**config.mk**
```make
export PLATFORM = sky130hd
export DESIGN_NAME = decode_stage
export DESIGN_NICKNAME = d
export VERILOG_FILES = /design/src/rtl/mips_pkg.sv /design/src/rtl/instr_field_decoder.sv /design/src/rtl/decode_stage.sv
export SDC_FILE = /design/constraint.sdc
export NUM_CORES = 1
export LEC_CHECK = 0
export CORE_UTILIZATION = 50
export CTS_BUF_LIST = sky130_fd_sc_hd__clkbuf_8 sky130_fd_sc_hd__clkbuf_16
export DETAILED_ROUTE_END_ITERATION = 10
export GPL_TIMING_DRIVEN = 1
export HOLD_SLACK_MARGIN = 0.03
export PLACE_DENSITY = 0.88
export SYNTH_ARGS = -nofsm -noshare
export SYNTH_HDL_FRONTEND = slang
export SYNTH_SLANG_ARGS = --single-unit
```
**constraint.sdc**
```tcl
create_clock -name clk -period 25.5 [get_ports clk]
set_clock_uncertainty 0.05 [all_clocks]
set_input_delay 7.65 -clock clk [delete_from_list [all_inputs] [get_ports clk]]
set_output_delay 7.65 -clock clk [all_outputs]
set_load 0.02 [all_outputs]
```
**src/rtl/mips_pkg.sv**
```systemverilog
// mips_pkg: shared opcode constants and the decoded-instruction bundle
// used by the decode stage and its field decoder.
package mips_pkg;

    localparam logic [5:0] OP_RTYPE = 6'h00;
    localparam logic [5:0] OP_J     = 6'h02;
    localparam logic [5:0] OP_JAL   = 6'h03;
    localparam logic [5:0] OP_BEQ   = 6'h04;
    localparam logic [5:0] OP_BNE   = 6'h05;
    localparam logic [5:0] OP_ADDI  = 6'h08;
    localparam logic [5:0] OP_ADDIU = 6'h09;
    localparam logic [5:0] OP_SLTI  = 6'h0A;
    localparam logic [5:0] OP_ANDI  = 6'h0C;
    localparam logic [5:0] OP_ORI   = 6'h0D;
    localparam logic [5:0] OP_XORI  = 6'h0E;
    localparam logic [5:0] OP_LUI   = 6'h0F;
    localparam logic [5:0] OP_LW    = 6'h23;
    localparam logic [5:0] OP_SW    = 6'h2B;

    localparam logic [4:0] REG_RA   = 5'd31;

    // Everything the execute-side handlers need from one instruction word.
    typedef struct packed {
        logic [5:0]  opcode;
        logic [4:0]  rs;
        logic [4:0]  rt;
        logic [4:0]  rd;
        logic [4:0]  shamt;
        logic [5:0]  funct;
        logic [15:0] imm16;
        logic [31:0] imm_ext;
        logic [25:0] jtarget;
        logic [4:0]  dest;
        logic        reg_write;
        logic        is_lui;
        logic        illegal;
    } decoded_t;

endpackage

```
**src/rtl/instr_field_decoder.sv**
```systemverilog
// instr_field_decoder: purely combinational split of a MIPS word into
// fields, immediate extension and destination/write-enable selection.
// With DECODE_ILLEGAL_TRAP_EN defined, unsupported opcodes raise illegal.
module instr_field_decoder
    import mips_pkg::*;
(
    input  logic [31:0] i_instr,
    output decoded_t    o_dec
);

    logic [15:0] w_imm16;
    logic [31:0] w_signExt;
    logic [31:0] w_zeroExt;
    logic        w_writes;

    assign w_imm16   = i_instr[15:0];
    assign w_signExt = {{16{w_imm16[15]}}, w_imm16};
    assign w_zeroExt = {16'h0000, w_imm16};

    // Raw fields always pass through; opcode selects extension, destination and write intent.
    always_comb begin
        o_dec         = '0;
        w_writes      = 1'b0;
        o_dec.opcode  = i_instr[31:26];
        o_dec.rs      = i_instr[25:21];
        o_dec.rt      = i_instr[20:16];
        o_dec.rd      = i_instr[15:11];
        o_dec.shamt   = i_instr[10:6];
        o_dec.funct   = i_instr[5:0];
        o_dec.imm16   = w_imm16;
        o_dec.jtarget = i_instr[25:0];
        o_dec.is_lui  = (i_instr[31:26] == OP_LUI);
        case (i_instr[31:26])
            OP_RTYPE: begin
                o_dec.dest = i_instr[15:11];
                w_writes   = 1'b1;
            end
            OP_J: begin
                o_dec.dest = 5'd0;
            end
            OP_JAL: begin
                o_dec.dest = REG_RA;
                w_writes   = 1'b1;
            end
            OP_BEQ, OP_BNE, OP_SW: begin
                o_dec.imm_ext = w_signExt;
            end
            OP_ADDI, OP_ADDIU, OP_SLTI, OP_LW: begin
                o_dec.imm_ext = w_signExt;
                o_dec.dest    = i_instr[20:16];
                w_writes      = 1'b1;
            end
            OP_ANDI, OP_ORI, OP_XORI: begin
                o_dec.imm_ext = w_zeroExt;
                o_dec.dest    = i_instr[20:16];
                w_writes      = 1'b1;
            end
            OP_LUI: begin
                o_dec.imm_ext = {w_imm16, 16'h0000};
                o_dec.dest    = i_instr[20:16];
                w_writes      = 1'b1;
            end
            default: begin
`ifdef DECODE_ILLEGAL_TRAP_EN
                o_dec.illegal = 1'b1;
`endif
            end
        endcase
        // Writes to $zero are suppressed so downstream never sees a dead write.
        o_dec.reg_write = w_writes && (o_dec.dest != 5'd0);
    end

endmodule

```
**src/rtl/decode_stage.sv**
```systemverilog
// decode_stage: decodes fetched MIPS words and holds them in a 2-entry
// skid buffer (main + skid) so in_ready is a register yet throughput is
// one per cycle. Optional illegal-opcode trap: DECODE_ILLEGAL_TRAP_EN.
module decode_stage
    import mips_pkg::*;
#(
    parameter int PC_W = 32
)(
    input  logic            clk,
    input  logic            rst,
    input  logic            flush,
    input  logic            in_valid,
    output logic            in_ready,
    input  logic [31:0]     in_instr,
    input  logic [PC_W-1:0] in_pc,
    output logic            out_valid,
    input  logic            out_ready,
    output logic [PC_W-1:0] out_pc,
    output logic [5:0]      out_opcode,
    output logic [4:0]      out_rs,
    output logic [4:0]      out_rt,
    output logic [4:0]      out_rd,
    output logic [4:0]      out_shamt,
    output logic [5:0]      out_funct,
    output logic [15:0]     out_imm16,
    output logic [31:0]     out_imm_ext,
    output logic [25:0]     out_jtarget,
    output logic [4:0]      out_dest,
    output logic            out_reg_write,
    output logic            out_is_lui,
    output logic            out_illegal
);

    decoded_t        w_dec;
    logic            w_inFire;
    logic            w_mainFree;

    decoded_t        r_main;
    logic [PC_W-1:0] r_mainPc;
    logic            r_mainValid;
    decoded_t        r_skid;
    logic [PC_W-1:0] r_skidPc;
    logic            r_skidValid;

    instr_field_decoder u_decoder (
        .i_instr (in_instr),
        .o_dec   (w_dec)
    );

    // in_ready comes straight from the skid-valid flop, so it is registered.
    assign in_ready   = !r_skidValid;
    assign w_inFire   = in_valid && in_ready;
    assign w_mainFree = !r_mainValid || out_ready;

    // Buffer update: flush wins, then refill main from skid first to keep order.
    always_ff @(posedge clk or posedge rst) begin
        if (rst) begin
            r_main      <= '0;
            r_mainPc    <= '0;
            r_mainValid <= 1'b0;
            r_skid      <= '0;
            r_skidPc    <= '0;
            r_skidValid <= 1'b0;
        end else if (flush) begin
            r_main      <= '0;
            r_mainPc    <= '0;
            r_mainValid <= 1'b0;
            r_skid      <= '0;
            r_skidPc    <= '0;
            r_skidValid <= 1'b0;
        end else if (w_mainFree) begin
            if (r_skidValid) begin
                r_main      <= r_skid;
                r_mainPc    <= r_skidPc;
                r_mainValid <= 1'b1;
                r_skidValid <= 1'b0;
            end else if (w_inFire) begin
                r_main      <= w_dec;
                r_mainPc    <= in_pc;
                r_mainValid <= 1'b1;
            end else begin
                r_mainValid <= 1'b0;
            end
        end else if (w_inFire) begin
            r_skid      <= w_dec;
            r_skidPc    <= in_pc;
            r_skidValid <= 1'b1;
        end
    end

    assign out_valid     = r_mainValid;
    assign out_pc        = r_mainPc;
    assign out_opcode    = r_main.opcode;
    assign out_rs        = r_main.rs;
    assign out_rt        = r_main.rt;
    assign out_rd        = r_main.rd;
    assign out_shamt     = r_main.shamt;
    assign out_funct     = r_main.funct;
    assign out_imm16     = r_main.imm16;
    assign out_imm_ext   = r_main.imm_ext;
    assign out_jtarget   = r_main.jtarget;
    assign out_dest      = r_main.dest;
    assign out_reg_write = r_main.reg_write;
    assign out_is_lui    = r_main.is_lui;
    assign out_illegal   = r_main.illegal;

endmodule

```
# Word level (Yosys, flattened, before mapping)
# Index checks and enable logic that the tools add are counted.
[totals]
regBits = 294
memories = 0
ram_bits = 0
mem_bits_ro = 0
input_bits = 69
latch_bits = 0
[classes]
muxes = 22
reduce_logical = 17
shifts = 0
div_mod_pow = 0
multipliers = 0
n_bitwise = 0
n_eq_ne = 13
n_lt_le_gt_ge = 0
add_sub_neg = 0
[ops]
columns = ["op", "count"]
rows = [
  ["two-way mux 114 bit", 6],
  ["two-way mux 32 bit", 6],
  ["case mux 32 bit (3 select lines)", 1],
  ["equality test 6 x 4 -> 1 bit, second input constant", 7],
  ["case mux 5 bit (3 select lines)", 1],
  ["equality test 6 x 3 -> 1 bit, second input constant", 2],
  ["equality test 6 bit, second input constant", 2],
  ["OR reduction 10 bit", 1],
  ["two-way mux 1 bit", 8],
  ["OR reduction 8 bit", 1],
  ["OR reduction 7 bit", 1],
  ["equality test 6 x 2 -> 1 bit, second input constant", 1],
  ["zero test 6 bit", 1],
  ["nonzero test 3 bit", 2],
  ["nonzero test 5 bit", 1],
  ["AND reduction 2 bit", 2],
  ["nonzero test 2 bit", 2],
  ["OR reduction 3 bit", 1],
  ["logical AND 1 bit", 2],
  ["zero test 1 bit", 2],
  ["inequality test 2 bit, second input constant", 1],
  ["logical OR 1 bit", 1],
]

# Logic depth before layout (Yosys ltp)
# Gate-level depths: netlist (run 1).
[depth]
depth_word = 9
ltp_mapped = 8
depth_no_buf = 4

# Hierarchy
# Synthesis (run 1) repeated with hierarchy kept, for this count alone.
[hier_totals]
hier_cells = 1157
area_unflattened_um2 = 13731.9
[modules_own_cells]
columns = ["mod", "n_inst", "seq_area_each_um2", "cells_each", "area_per_inst_um2"]
rows = [
  ["decode_stage", 1, 7357.1, 1004, 12659.6],
  ["instr_field_decoder", 1, 0.0, 153, 1072.3],
]

# Worst setup path before layout (run 1)
# No wires, ideal clock.
[synth_timing]
path_kind = "input to register"
from = "input in_instr[28]"
to = "register r_skid[50] in the netlist's numbering"
t_arrival_ns = 8.969
path_slack_ns = 16.355
stages = 7
setup_ns = 0.126
path_buffers = 3
path_cell_list = "buf_2 nor3b_1 a211o_1 and4_1 buf_2 buf_6 a221o_1"
[synth_between]
elab_chain_cells = 6
[synth_rtl]
columns = ["item", "line", "text"]
rows = [
  ["from (decl)", "decode_stage.sv:14", "input logic [31:0] in_instr,"],
  ["equality test 6 x 3 -> 1 bit (tied with other cells)", "instr_field_decoder.sv:33", "case (i_instr[31:26])"],
  ["OR reduction 7 bit (no source line) or OR reduction 3 bit (tied branches)", "n/a", ""],
  ["case mux 32 bit (3 select lines) *", "instr_field_decoder.sv:33", ""],
  ["two-way mux 114 bit *", "decode_stage.sv:84", "end else if (w_inFire) begin"],
  ["two-way mux 114 bit *", "decode_stage.sv:71", "end else if (w_mainFree) begin"],
  ["two-way mux 114 bit *", "decode_stage.sv:64", "end else if (flush) begin"],
  ["to (signal assigned)", "decode_stage.sv:85", "r_skid <= w_dec;"],
  ["to (decl)", "decode_stage.sv:41", "decoded_t r_skid;"],
]
# Every way passes the cells marked *; elsewhere a longest branch is shown, timed or not. The select of a mux whose other input is x is not followed.
# A chain may end at the register's enable or synchronous reset.

# Worst setup path after layout (run 1)
[layout_timing]
from = "input in_instr[30]"
to = "register r_skid[58] in the netlist's numbering"
# Same word-level chain as after synthesis.

==> run summary, run 1 <==
max-slew violations - 0
hold crit path type - flop to flop
syn avg cell area - 11.01 µm²
vias - 7274
Worst path slowest cell - nor3_2
routed wire length - 23600 µm
WP data required - 25.88 ns
final setup fails - 0
grt total ovfl - 0
die height - 137.6 µm
Fin. Hold Viols - 0
CP max stage delay - 1.06 ns
post-CTS setup buffers - 0
relative slew slack - 0.2310
Core Rows - 49
area leader, netlist - dfrtp_1
initial DRC count - 544
VDD IR max - 0.05439 mV
Post-Syn Area - 9190 µm²
Synth warnings - 0
Worst Max-Slew Pin Slew - 1.154 ns
unrepaired setup endpoints after global routing - no
Core Area - 17960 µm²
CTS sink count - 208
largest net degree at the start of global routing - 125
post-cts hold buffer count - 0
number of synthesized register bits - 208
crit-path max FO - 19
antenna violations before repair - 0
clk_lat worst skew - 0.50 ns
area delta synth->final - 28.39%
H-tree levels - 1
share of layout cells above drive strength 1 - 0.05295
CTS tree - done
Die ar. - 18930 µm²
Vias/cell - 6.007
ANT cells - 0
Layout Nets - 1037
Max Fclk - 0.09855 GHz
post-layout util - 0.6568
Setup crit start kind - primary input
status - completed
# DRC - 0
placed wire-length estimate - 14200 µm
Synth top area share - 0.5664
Syn Nets - 904
detail-routed net length per standard cell - 19.49 µm
I/O Buffers - 215
final RePlAce weighted congestion - 0.8205
initial core utilization - 0.5116
Clk Tree Root Cell - clkbuf_16
register area share after synthesis - 0.5664
Cell Pwr Density - 63.98 nW/µm²
global-route total usage across every layer - 0.2529
critical-path cell list - clkdlybuf4s50_1 -> nand4bb_1 -> nor3_2 -> a221o_1
vias in the first global route - 7127
Routed Antenna Nets - 0
critical path's top delay family - simple AND/OR/NAND/NOR gates
Fin Hold WS - 0.4273 ns
setup TNS - 0 ns
Num CTS Buffers - 22
CP Class - primary input to flop
Die W - 137.6 µm
CP bufs+invs - 1
Max Buffers Root-to-Sink - 3
crit end category - flop
LEAKAGE - 5.062 nW
# resized after CTS - 0
Top Ports - 217
minimum clock period - 10.15 ns
top cells by area, synth - dfrtp_1 (57%), mux2i_1 (6.9%), o21ai_0 (6.6%), a22o_1 (6.1%), nand2_1 (4.5%)
Critical Path AT - 10.53 ns
Max-Cap Viols - 0
Netlist cell types - 43
clk slew on worst S/H paths - 0.06 ns
fin crit share - 0.3979
cell count after synthesis - 835
drt first pass iters - 5
first-pass GRT wire length - 37410 µm
-- routing by layer --
metal,global-route usage,vias up,wire length (µm)
met4,0.1056,0,729
met2,0.3967,359,11120
met1,0.3420,3606,9755
met5,0,-,0
met3,0.05261,56,1995
li1,-,3253,-
-- cells in the mapped netlist, drive strengths merged --
cell / count
mux2i: 63
nor2: 4
a311oi: 15
a211oi: 1
nor3: 23
nand4bb: 1
nor2b: 4
or4: 1
nor3b: 2
clkbuf: 49
inv: 17
a21boi: 1
dfrtp: 208
a21o: 1
nand2b: 2
a32oi: 7
buf: 65
a22o: 64
and3: 16
nand3: 1
or3: 1
nand3b: 2
a21oi: 7
o21bai: 1
and4: 1
and2: 1
a211o: 1
nor4b: 1
a221o: 31
nand2: 109
o21ai: 124
nor4bb: 1
conb: 1
a2111oi: 1
a221oi: 6
o21ba: 1
a32o: 1
-- power breakdown --
part / switching, mW / leakage, nW / total [mW] / internal (mW)
clock: 0.126 / 0.368 / 0.307 / 0.181
sequential: 0.00846 / 2.85 / 0.350 / 0.341
combinational: 0.0569 / 1.84 / 0.0983 / 0.0414
total: 0.191 / 5.06 / 0.755 / 0.564
-- registers in the layout (all words and copies together) (netlist names), 2 cells and up --
register	count
out_jtarget	3
out_imm16	2
out_pc	32
out_rd	4
out_dest	5
r_skidPc	32
out_rs	4
r_skid	71
out_rt	4
out_imm_ext	32
out_shamt	4
out_opcode	6
out_funct	5
-- path summary, 6_finish.rpt --
path / startpoint / endpoint / slack, ns / cells past startpoint
worst max-delay path: in_instr[30] / r_skid[58] / 15.35 / 4
worst min-delay path: out_pc[28] / out_pc[28] / 0.43 / 2
worst max register to register: r_skidValid / r_skid[35] / 22.25 / 4
worst min register to register: out_pc[28] / out_pc[28] / 0.43 / 2
max in group asynchronous: rst / r_skid[49] / 16.10 / 3
min in group asynchronous: rst / r_skidPc[25] / 7.69 / 2
-- worst register-to-register path, delay by kind of cell (launching register included) --
family             cells  cell delay, ns
DFF                    1            0.68
and+or+nand+nor        2            1.08
AOI/OAI and AO/OA      2            1.37
-- layout by cell type, fill, tap and decap left out, types with 8 or more instances in the layout --
cell type,netlist,final
a221o_1,31,31
a22o_1,64,64
a311oi_1,15,15
and3_1,16,16
buf_4,46,8
clkbuf_16,0,23
clkdlybuf4s50_1,0,215
dfrtp_1,208,207
inv_1,17,23
mux2i_1,63,63
nand2_1,109,109
nor3_1,21,20
o21ai_0,122,122
-- cells by family after synthesis --
| kind of cell | after synthesis | synth area share |
|---|---|---|
| AOI/OAI and AO/OA | 262 | 0.2027 |
| buffers and inverters | 131 | 0.07488 |
| DFF | 208 | 0.5664 |
| muxes | 63 | 0.06862 |
| other | 1 | 0.0004080 |
| and+or+nand+nor | 170 | 0.08700 |
-- cell type report --
type,count,area (µm²)
timing repair buffer,223,2212
fill,1361,6165
clock buffer,26,616.8
multi-input combinational,496,3324
sequential,208,5209
tap,229,286.5
inverter,17,71.32
clock inverter,12,78.83
-- through the flow --
stage	instances	instance area (µm²)	worst slack, ns	total power, mW
final	1211	11800	15.35	0.7549
after CTS	1211	11800	15.36	0.7606
after floorplan	835	9190	12.12	0.4087
after global placement	1173	11100	14.99	0.4515
after global routing	1211	11800	15.09	0.7816
after detailed placement	1173	11100	14.81	0.4535
Note: power is estimated with default switching activity, not from simulation.
==> run 2: changes to the inputs <==
- clock period: 25.5 -> 10.3 ns (I/O delays scaled with it)
==> run summary, run 2 (synthesis results as in run 1) <==
status - completed
commonest non-fill, non-tap cell in the layout - clkdlybuf4s50_1
antenna violations before repair - 0
WP data required - 10.67 ns
CP bufs+invs - 1
largest net degree at the start of global routing - 125
hold worst-path end - r_skid[86]
Max-Cap Viols - 0
Non-Filler Instances - 1210
LEAKAGE - 5.054 nW
Layout Nets - 1036
# DRC - 0
detail-routed net length per standard cell - 19.61 µm
combinational power share - 0.131
Routed Antenna Nets - 0
worst hold path depth - 2
I/O Buffers - 215
H-tree levels - 1
Setup crit start kind - primary input
crit-path max FO - 19
drt first pass iters - 5
power share of the sequential group - 0.466
max-slew violations - 0
Fin. Hold Viols - 0
P_sw - 0.4706 mW
vias - 7298
Internal - 1.389 mW
Clk Tree Root Cell - clkbuf_16
relative slew slack - 0.2162
max reg flops - 71
Worst Max-Slew Pin Slew - 1.174 ns
CTS tree - done
grt total ovfl - 0
CTS sink count - 208
critical path's top delay family - simple AND/OR/NAND/NOR gates
Fin Hold WS - 0.4298 ns
area delta synth->final - 28.15%
R2R Path End - r_skid[46]
R2R cell count - 4
wire length on met3 - 1879 µm
Critical Path AT - 5.99 ns
worst reg2reg setup slack - 7.05 ns
Vias/cell - 6.031
Max Fclk - 0.1779 GHz
clk_lat worst skew - 0.49 ns
placed wire-length estimate - 14180 µm
CP Class - primary input to flop
Die ar. - 18930 µm²
CP max stage delay - 1.09 ns
hold crit path type - flop to flop
most frequent cells in the layout - clkdlybuf4s50_1 (215), dfrtp_1 (207), o21ai_0 (122), nand2_1 (109), a22o_1 (64)
first-pass GRT wire length - 37320 µm
final RePlAce weighted congestion - 0.8182
initial DRC count - 504
# resized after CTS - 0
fin crit share - 0.5458
vias in the first global route - 7020
share of layout cells above drive strength 1 - 0.05301
routed wire length - 23730 µm
minimum clock period - 5.622 ns
Core Area - 17960 µm²
Area after DPL - 11100 µm²
Design Area, Final - 11780 µm²
dpl cells - 1173
Top Ports - 217
Final Power - 1.859 mW
Core Rows - 49
Cell Pwr Density - 157.9 nW/µm²
clk slew on worst S/H paths - 0.06 ns
max layer used - met4
post-layout util - 0.6556
met2 WL - 11420 µm
HP Start - r_skid[86]
Num CTS Buffers - 21
ANT cells - 0
VDD IR max - 0.1169 mV
Reg with most FFs - r_skid
crit end category - flop
global-route total usage across every layer - 0.2528
Die W - 137.6 µm
Setup WS post-layout - 4.678 ns
critical-path cell list - clkdlybuf4s50_1 -> nand4bb_1 -> nor3_2 -> a221o_1
post-cts hold buffer count - 0
sw frac - 0.2531
unrepaired setup endpoints after global routing - no
Worst R2R Start - r_skidValid
Max Buffers Root-to-Sink - 3
setup TNS - 0 ns
WL met1 - 9874 µm
post-CTS setup buffers - 0
Worst path slowest cell - nor3_2
initial core utilization - 0.5116
final setup fails - 0
die height - 137.6 µm
DP Worst Slack - 4.221 ns
clock share of power - 0.403
-- run 2: cell types whose count changed in the layout (fill, tap and decap cells not counted) --
cell	delta
clkinv_2	+2
clkbuf_16	-2
inv_1	-1
clkinvlp_4	-1
bufinv_16	+1
-- run 2: layout make-up --
cell class | count | area, µm²
multi-input combinational | 496 | 3324
sequential | 208 | 5209
clock inverter | 13 | 107.6
tap | 229 | 286.5
clock buffer | 24 | 566.8
fill | 1396 | 6186
inverter | 17 | 71.32
timing repair buffer | 223 | 2212
-- run 2: worst max path at each step --
stage                      start     endpoint  slack, ns  cells after the start
floorplan                    rst  out_dest[0]       1.48                      1
global placement    in_instr[30]   r_skid[63]       4.35                      4
detailed placement  in_instr[30]   r_skid[51]       4.22                      4
CTS                    out_ready   r_skid[46]       4.77                      5
global route        in_instr[30]   r_skid[53]       4.50                      4
finish              in_instr[30]   r_skid[58]       4.68                      4
-- run 2: worst reg2reg max path, delay by kind of cell, from the launching register on --
family	cells	cell delay, ns
compound gates	2	1.41
flops	1	0.68
simple gates	2	1.04
-- run 2: power groups by stage --
stage	clock network, mW	registers [mW]	logic [mW]
finish	0.750	0.866	0.243
global route	0.800	0.869	0.262
CTS	0.762	0.866	0.245
detailed placement	0	0.880	0.243
global placement	0	0.879	0.239
floorplan	0	0.900	0.111
-- run 2: routing by layer --
layer / vias to the layer above / global-route usage
met2: 319 / 0.4068
met3: 51 / 0.05703
met5: - / 0
li1: 3258 / -
met4: 0 / 0.07814
met1: 3670 / 0.3410
